### src/rtl/axis_channel_split.sv
// Splits one packed multi-channel AXI-Stream into NCH independent streams.
// Each output channel has its own 2-entry FIFO whose head drives the outputs from flops.
module axis_channel_split #(
  parameter int NCH            = 2,
  parameter int ADC_DATA_WIDTH = 16,
  parameter int OUT_DATA_WIDTH = 32,
  parameter int SIGNED         = 1,
  parameter int DROP_MODE      = 0
) (
  input  logic                          aclk,
  input  logic                          aresetn,
  input  logic [NCH*ADC_DATA_WIDTH-1:0] S_AXIS_tdata,
  input  logic                          S_AXIS_tvalid,
  output logic                          S_AXIS_tready,
  input  logic [NCH-1:0]                ch_enable,
  input  logic                          ovf_clear,
  output logic [NCH*OUT_DATA_WIDTH-1:0] M_AXIS_tdata,
  output logic [NCH-1:0]                M_AXIS_tvalid,
  input  logic [NCH-1:0]                M_AXIS_tready,
  output logic [NCH-1:0]                overflow
);

  logic [NCH-1:0] full;
  logic           in_xfer;

  assign in_xfer = S_AXIS_tvalid & S_AXIS_tready;

  // Ready only looks at the registered full flags, never at downstream ready.
  generate
    if (DROP_MODE != 0) begin : g_ready_drop
      assign S_AXIS_tready = aresetn;
    end else begin : g_ready_block
      assign S_AXIS_tready = aresetn & ~(|(ch_enable & full));
    end
  endgenerate

  generate
    for (genvar k = 0; k < NCH; k++) begin : g_ch
      logic [ADC_DATA_WIDTH-1:0] raw;
      logic [OUT_DATA_WIDTH-1:0] ext;
      logic [OUT_DATA_WIDTH-1:0] head_q;
      logic [OUT_DATA_WIDTH-1:0] tail_q;
      logic [1:0]                cnt_q;
      logic                      valid_q;
      logic                      ovf_q;
      logic                      push;
      logic                      pop;
      logic                      drop;

      assign raw = S_AXIS_tdata[k*ADC_DATA_WIDTH +: ADC_DATA_WIDTH];

      if (OUT_DATA_WIDTH == ADC_DATA_WIDTH) begin : g_ext_none
        assign ext = raw;
      end else if (SIGNED != 0) begin : g_ext_sign
        assign ext = {{(OUT_DATA_WIDTH-ADC_DATA_WIDTH){raw[ADC_DATA_WIDTH-1]}}, raw};
      end else begin : g_ext_zero
        assign ext = {{(OUT_DATA_WIDTH-ADC_DATA_WIDTH){1'b0}}, raw};
      end

      assign push = in_xfer & ch_enable[k] & ~cnt_q[1];
      assign drop = in_xfer & ch_enable[k] &  cnt_q[1];
      assign pop  = valid_q & M_AXIS_tready[k];

      // valid_q mirrors (cnt_q != 0) so tvalid comes straight from a flop.
      always_ff @(posedge aclk or negedge aresetn) begin
        if (!aresetn) begin
          head_q  <= '0;
          tail_q  <= '0;
          cnt_q   <= 2'd0;
          valid_q <= 1'b0;
        end else begin
          case (cnt_q)
            2'd0: begin
              if (push) begin
                head_q  <= ext;
                cnt_q   <= 2'd1;
                valid_q <= 1'b1;
              end
            end
            2'd1: begin
              if (push && pop) begin
                head_q <= ext;
              end else if (push) begin
                tail_q <= ext;
                cnt_q  <= 2'd2;
              end else if (pop) begin
                cnt_q   <= 2'd0;
                valid_q <= 1'b0;
              end
            end
            default: begin
              if (pop) begin
                head_q <= tail_q;
                cnt_q  <= 2'd1;
              end
            end
          endcase
        end
      end

      // A drop in the same cycle as a clear must leave the flag set.
      always_ff @(posedge aclk or negedge aresetn) begin
        if (!aresetn) begin
          ovf_q <= 1'b0;
        end else if ((DROP_MODE != 0) && drop) begin
          ovf_q <= 1'b1;
        end else if (ovf_clear) begin
          ovf_q <= 1'b0;
        end
      end

      assign M_AXIS_tdata[k*OUT_DATA_WIDTH +: OUT_DATA_WIDTH] = head_q;
      assign M_AXIS_tvalid[k] = valid_q;
      assign overflow[k]      = ovf_q;
      assign full[k]          = cnt_q[1];
    end
  endgenerate

endmodule

### config.mk
export PLATFORM = sky130hd
export DESIGN_NAME = axis_channel_split
export DESIGN_NICKNAME = d
export VERILOG_FILES = /design/src/rtl/axis_channel_split.sv
export SDC_FILE = /design/constraint.sdc
export NUM_CORES = 1
export LEC_CHECK = 0
export BUFFER_PORTS_ARGS = -buffer_cell sky130_fd_sc_hd__buf_2
export CELL_PAD_IN_SITES_DETAIL_PLACEMENT = 1
export CELL_PAD_IN_SITES_GLOBAL_PLACEMENT = 1
export CORE_MARGIN = 3
export CORE_UTILIZATION = 43
export DETAILED_ROUTE_END_ITERATION = 10
export PLACE_DENSITY_LB_ADDON = 0.15
export SETUP_SLACK_MARGIN = 0.05
export SYNTH_ARGS = -nofsm -noshare
export SYNTH_HDL_FRONTEND = slang
export SYNTH_SLANG_ARGS = --single-unit
### constraint.sdc
create_clock -name aclk -period 2.95 [get_ports aclk]
set_clock_uncertainty 0.15 [all_clocks]
set_input_delay 0 -clock aclk [delete_from_list [all_inputs] [get_ports aclk]]
set_output_delay 0 -clock aclk [all_outputs]
set_load 0.02 [all_outputs]
# Word-level counts from Yosys, hierarchy flattened
# Cells that the tools add are included.
# classes
shift	0
magnitude_cmp	0
add_sub_neg	0
mux	30
bitwise	14
mul	0
div	0
n_reduce_logical	17
eq_ne	14
# ops
operator	count
32-bit two-way mux	6
32-bit case mux with 2 select lines	2
2-bit two-way mux	10
2-bit inequality test (second input constant)	10
3-bit AND reduction	4
5-bit AND reduction	2
1-bit AND	8
1-bit two-way mux	8
2-bit case mux with 2 select lines	2
4-bit AND reduction	2
3-bit inequality test (second input constant)	2
3-bit nonzero test	2
1-bit inverter	5
2-bit by 1-bit equality test with 1-bit output (second input constant)	2
2-bit zero test	2
1-bit case mux with 2 select lines	2
2-bit nonzero test	2
2-bit AND	1
1-bit logical AND	2
2-bit OR reduction	1
# totals
elab_cells	83
romBits	0
n_memories	0
reg_bits	102
mem_bits_rw	0
latch_bits	0
inputBits	40

# Longest topological paths before layout
# Gate-level depths: netlist of the first run.
# logic_depth
depth_word	10
mapped_depth	7
depth_no_buf	4

# Least setup slack after synthesis of the first run
# Ideal clock, no wire load.
# synth_timing
path_type	reg2reg
from	register g_ch[0].cnt_q[1]
to	register g_ch[0].tail_q[0]
stages_incl_launch_ff	7
required_ns	2.675
path_slack_ns	1.269
setup_time_ns	0.125
arrival_ns	1.406
cell_sequence	dfrtp_1 > buf_2 > nand4b_4 > nor2_4 > nand3_4 > buf_6 > mux2_4
# synth_between
elab_chain_len	10
elab_cells_between_ends	12
# synth_lines
element	line_no	source
from (decl)	43	logic [1:0] cnt_q;
from (signal assigned)	69	cnt_q <= 2'd0;
from (signal assigned)	76	cnt_q <= 2'd1;
from (signal assigned)	85	cnt_q <= 2'd2;
2-bit AND	33	assign S_AXIS_tready = aresetn & ~(|(ch_enable & full));
2-bit OR reduction	33	
1-bit inverter	33	
1-bit AND	33	
1-bit AND	26	assign in_xfer = S_AXIS_tvalid & S_AXIS_tready;
1-bit AND	--	
1-bit AND	60	assign push = in_xfer & ch_enable[k] & ~cnt_q[1];
1-bit logical AND	81	if (push && pop) begin
1-bit inverter (no source line)	--	
3-bit AND reduction (no source line) *	--	
to (signal assigned)	84	tail_q <= ext;
to (decl)	42	logic [OUT_DATA_WIDTH-1:0] tail_q;
# Mark *: on every way between the ends. The rest lies on a longest branch, timed or not.
# A chain may end at the register's enable or synchronous reset.

# Worst setup path in the final report of the first run
# layout_timing
from	register g_ch[0].cnt_q[1]
to	register g_ch[0].tail_q[15]
# Same word-level chain as after synthesis.

==> results.ini, run 1 <==
[global_routing]
grt_pass1_vias = 2756
grt_pass1_wl_mm = 13.6
grt-ovfl-total = 0
grtUsageTotal_pct = 19.8
antenna_found_initial = 0
grt_max_degree = 72

[timing]
rsz0062_at_grt = no
finalMaxSlewViolations = 0
hold_viol = 0
fmax_ghz = 0.396
tns_ps = 0
setup_viol = 0
hold_slack_ps = 53.8
slew_headroom_pct = 40.3
post-route-period-util_pct = 85.5
min_period_ps = 2520
worst_pin_slew_ps = 896

[critical_path]
slowest_delay_ps = 610
reg2reg_depth = 5
crit_fanout = 16
worstPathCellList = nand4b_4 -> dlygate4sd3_1 -> nor2_4 -> nand3_4 -> mux2_4
slowest_stage = dlygate4sd3_1
start_kind = flop
crit_type = flop to flop
required_ps = 3020
worst_ep_arrival_time_ps = 2590
cp-end-kind = flop

[clock_tree]
cts_tree = done
cts.path.max_buffers = 2
cts-buffers-inserted = 9
root_buffer = clkbuf_8
cts.sinks = 70
clk_latency_ps = 340
cts_resized = 0
htree_num_levels = 3
cts.clk_slew.worst_paths_ps = 70

[floorplanning]
row_count = 31
die_y_um = 95.4
die_area_mm2 = 0.00910
core-area_mm2 = 0.00749
num_io_pins = 109
fp.dieW_um = 95.4
initial_core_util_pct = 45.9

[place]
placed_cells = 445
dpl.hpwl_mm = 5.49
place.gp.congestion = 0.676
io_buffers = 105

[route]
drc_errors = 0
num_vias = 2644
ant_nets = 0
wirelength_mm = 8.72
wl_per_cell_um = 17.5
via_per_inst = 5.32
first_iter_violations = 77
drtPass1Iterations = 6

[synthesis]
syn_area_per_cell_um2 = 12.0
synth_cells = 287
syn_area_mm2 = 0.00344
yosysWarnings = 0
yosysSeqAreaShare_pct = 50.9
synth-seq-cells = 70
synth_top_area_share_pct = 50.9
ys_types = 32
synth_top_area_cell = dfrtp_1
synth_area_leaders = dfrtp_1 51%, mux2_4 8.7%, buf_4 8.1%

[power_and_ir_drop]
cellPowerDensity_mw_per_mm2 = 1060
leakagePower_nw = 2.07
irDropWorstVdd_mv = 0.390
total_power_mw = 4.55

[final_layout]
drive_gt1_share_pct = 41.5
multiInputGateArea_mm2 = 0.00132
nets = 434
fillCellCount = 846
final-seq-area_mm2 = 0.00175
antenna_cells = 0
instances_no_fill = 497
area_delta_synth_final_pct = 25.1

[job]
maxCapViolCount = 0

[min_path]
worstHoldPathCells = 5
hold_class = input pin to flop

[status]
status = complete, no violations

path summary, 6_finish.rpt:
path | start | end | slack (ps)
setup / recovery | g_ch[0].cnt_q[1] | g_ch[0].tail_q[15] | 430
hold / removal | ch_enable[1] | g_ch[0].cnt_q[1] | 50
setup reg to reg | g_ch[0].cnt_q[1] | g_ch[0].tail_q[15] | 430
hold reg to reg | g_ch[0].tail_q[12] | g_ch[0].tail_q[12] | 360
max in group asynchronous | aresetn | g_ch[0].head_q[5] | 1710
min in group asynchronous | aresetn | g_ch[0].cnt_q[1] | 360
flip-flops by register name (all words and copies together) (netlist names):
signal,flops
g_ch.cnt_q,4
g_ch.head_q,32
g_ch.tail_q,32
g_ch.valid_q,2
critical path: cells and delay by family (launching register included):
| kind | cells | cell delay, ps |
|---|---|---|
| AND/OR/NAND/NOR | 3 | 740 |
| flip-flops | 1 | 500 |
| multiplexers | 1 | 400 |
| buffers and inverters | 1 | 610 |
synth_stat cells:
| master | n |
|---|---|
| dfrtp_1 | 70 |
| o21ai_1 | 1 |
| nand3_1 | 1 |
| nor3_1 | 1 |
| buf_6 | 3 |
| nand3_4 | 2 |
| mux2i_1 | 16 |
| o21ai_0 | 1 |
| nor2_1 | 6 |
| a21oi_2 | 1 |
| nand3b_2 | 1 |
| xnor2_1 | 1 |
| mux2_4 | 20 |
| buf_2 | 8 |
| inv_1 | 2 |
| mux2_2 | 12 |
| nand2_1 | 4 |
| o22ai_1 | 32 |
| conb_1 | 1 |
| nor2_4 | 1 |
| buf_4 | 37 |
| nand2_2 | 1 |
| nand4b_4 | 2 |
| and2_1 | 1 |
| o2bb2ai_2 | 1 |
| o21ai_4 | 1 |
| and2_4 | 1 |
| clkbuf_1 | 3 |
| clkbuf_2 | 1 |
| a31oi_1 | 2 |
| a21oi_1 | 52 |
| nand2b_1 | 1 |
power by group:
group	total (mW)	switching (mW)	internal, mW
Clock	0.680	0.334	0.347
Combinational	2.13	1.22	0.911
Sequential	1.74	0.338	1.40
metal layers:
metal  part of all wire (%)  vias up  GRT usage, %
met5                      0        -             0
met4                    1.3        0          7.11
met3                    6.3        9          3.87
met2                     49       91          33.0
met1                     43     1324          25.8
li1                       -     1220             -
logic make-up (layout without fill, tap and decap cells):
kind of cell	after synthesis	in the layout	share of synthesized area [%]
AOI/OAI and AO/OA	91	91	15.2
xor gates and xnor gates	1	1	0.255
buffers and inverters	54	164	10.9
DFF	70	70	50.9
muxes	48	48	17.3
other	1	2	0.109
and+or+nand+nor	22	22	5.24
placed cells by master, fill, tap and decap left out, types with 3 or more instances in the layout:
cell type,synthesis,final
a21oi_1,52,52
buf_2,8,104
buf_4,37,6
clkbuf_1,3,3
clkbuf_8,0,11
dfrtp_1,70,70
dlygate4sd3_1,0,37
mux2_2,12,12
mux2_4,20,20
mux2i_1,16,16
nand2_1,4,4
nor2_1,6,6
o22ai_1,32,32
what timing repair did:
| action | in CTS | in global routing |
|---|---|---|
| setup buffers | 0 | 0 |
| hold endpoints to repair | 139 | 0 |
| hold buffers | 37 | 0 |
layout make-up:
class / count / area share [%]
multi-input combinational: 164 / 30.6
sequential: 70 / 40.7
timing repair buffer: 147 / 21.8
clock buffer: 14 / 3.78
clock inverter: 1 / 0.116
inverter: 2 / 0.175
tap: 99 / 2.88
metrics by stage:
stage / worst slack, ps / utilization, % / cell area, um2
after floorplan: 1270 / - / 3440
after global placement: 726 / 50.3 / 3760
after detailed placement: 717 / 50.3 / 3760
after CTS: 425 / 57.5 / 4300
after global routing: 303 / 57.5 / 4300
final: 428 / 57.5 / 4300
(Power assumes the default switching activity.)
==> run 2: changes to the inputs <==
- SETUP_SLACK_MARGIN: 0.05 -> 0.5
- clock period: 2.95 -> 3.3 ns (I/O delays scaled with it)
==> run 2 against run 1 <==
  * Register-to-register slack improved by 500 ps
  * Non-clock buffer count increased by 1
  * First-iteration DRC count increased by 5.2%
  * Cell count unchanged
  * Cell area about the same
==> results.ini, run 2 (synthesis results as in run 1) <==
[final_layout]
antenna_cells = 0
multiInputGateArea_mm2 = 0.00132
final_cell_mix = 104 x buf_2, 70 x dfrtp_1, 52 x a21oi_1, 38 x dlygate4sd3_1, 32 x o22ai_1
mostFrequentLayoutCell = buf_2
final-seq-area_mm2 = 0.00175
fillCellCount = 823
drive_gt1_share_pct = 41.5
nets = 435
utilization_pct = 57.4
reg_top3 = g_ch.head_q (32), g_ch.tail_q (32), g_ch.cnt_q (4)
area_delta_synth_final_pct = 25.0
instances_no_fill = 497
postLayoutCellArea_mm2 = 0.00430

[clock_tree]
cts_setup_buffers = 0
cts.clk_slew.worst_paths_ps = 60
htree_num_levels = 3
cts_tree = done
cts-buffers-inserted = 9
root_buffer = clkbuf_8
cts.sinks = 70
clk_latency_ps = 330
cts.path.max_buffers = 2

[timing]
hold_viol = 0
min_period_ps = 2370
worst_pin_slew_ps = 742
post-route-period-util_pct = 71.8
finalMaxSlewViolations = 0
rsz0062_at_grt = no
slew_headroom_pct = 50.6
setup_viol = 0
fmax_ghz = 0.422
tns_ps = 0

[floorplanning]
initial_core_util_pct = 45.9
die_y_um = 95.4
core-area_mm2 = 0.00749
fp.dieW_um = 95.4
die_area_mm2 = 0.00910
num_io_pins = 109
row_count = 31

[power_and_ir_drop]
leakagePower_nw = 2.07
irDropWorstVdd_mv = 0.349
total_power_mw = 4.04
cellPowerDensity_mw_per_mm2 = 939

[route]
drc_errors = 0
wl_per_cell_um = 17.4
ant_nets = 0
first_iter_violations = 81
drtPass1Iterations = 4
via_per_inst = 5.28
num_vias = 2624
wirelength_mm = 8.64

[place]
placed_area_mm2 = 0.00376
dpl.hpwl_mm = 5.46
placed_cells = 445
io_buffers = 105
place.gp.congestion = 0.705

[global_routing]
grt-ovfl-total = 0
grt_pass1_wl_mm = 13.7
grt_pass1_vias = 2806
antenna_found_initial = 0
grt_max_degree = 58
grtUsageTotal_pct = 19.7

[critical_path]
crit_fanout = 16
worst_ep_arrival_time_ps = 2430
required_ps = 3360
crit_type = flop to flop
cp-end-kind = flop
start_kind = flop

[min_path]
hold_class = input pin to flop

[job]
maxCapViolCount = 0

[status]
status = complete, no violations

==> run 2: cell types whose count changed in the layout (fill, tap and decap cells not counted) <==
cell / before / now
clkinv_2: 1 / 2
clkbuf_8: 11 / 10
dlygate4sd3_1: 37 / 38
clkbuf_1: 3 / 2
==> run 2: final timing paths <==
| kind | startpoint | to | slack [ps] | depth (start not counted) |
|---|---|---|---|---|
| max | g_ch[0].cnt_q[1] | g_ch[0].tail_q[15] | 930 | 5 |
| min | ch_enable[1] | g_ch[0].valid_q | 60 | 5 |
| max reg2reg | g_ch[0].cnt_q[1] | g_ch[0].tail_q[15] | 930 | 5 |
| min reg2reg | g_ch[0].tail_q[8] | g_ch[0].tail_q[8] | 360 | 1 |
| max in group asynchronous | aresetn | g_ch[0].head_q[2] | 1830 | 3 |
| min in group asynchronous | aresetn | g_ch[1].valid_q | 340 | 3 |
==> run 2: stage by stage <==
stage               setup slack (ps)  hold slack, ps
floorplan                       1620            -446
global placement                1100            -252
detailed placement              1060            -252
CTS                              910            42.8
global route                     810            90.7
finish                           930            61.0
==> run 2: per-layer routing <==
metal  vias to the layer above  global-route usage, %  part of all wire [%]
met5                         -                      0                     0
met4                         0                   7.11                   1.4
met3                        10                   3.87                   5.4
met1                      1314                   26.1                    46
li1                       1224                      -                     -
met2                        76                   32.1                    47
==> run 2: final cells by class <==
type	count	share of cell area, %
Tap cell	99	2.88
Sequential cell	70	40.7
Multi-Input combinational cell	164	30.6
Clock buffer	12	3.38
Inverter	2	0.175
Timing Repair Buffer	148	22.0
Clock inverter	2	0.233
==> run 2: timing repair <==
item                                   CTS  global route
gates resized for setup                  0             0
hold buffers                            38             0
endpoints found under the hold margin  139             0
==> run 2: worst max-delay path, stage by stage, from the launching register on <==
cell,delay [ps]
dfrtp_1,430
nand4b_4,200
dlygate4sd3_1,610
nor2_4,160
nand3_4,300
mux2_4,400
==> run 2: report_power, final <==
part / total [mW] / leakage, nW / switching [mW] / internal, mW
logic: 1.91 / 1.13 / 1.09 / 0.815
clock network: 0.582 / 0.0821 / 0.299 / 0.283
registers: 1.55 / 0.852 / 0.293 / 1.25
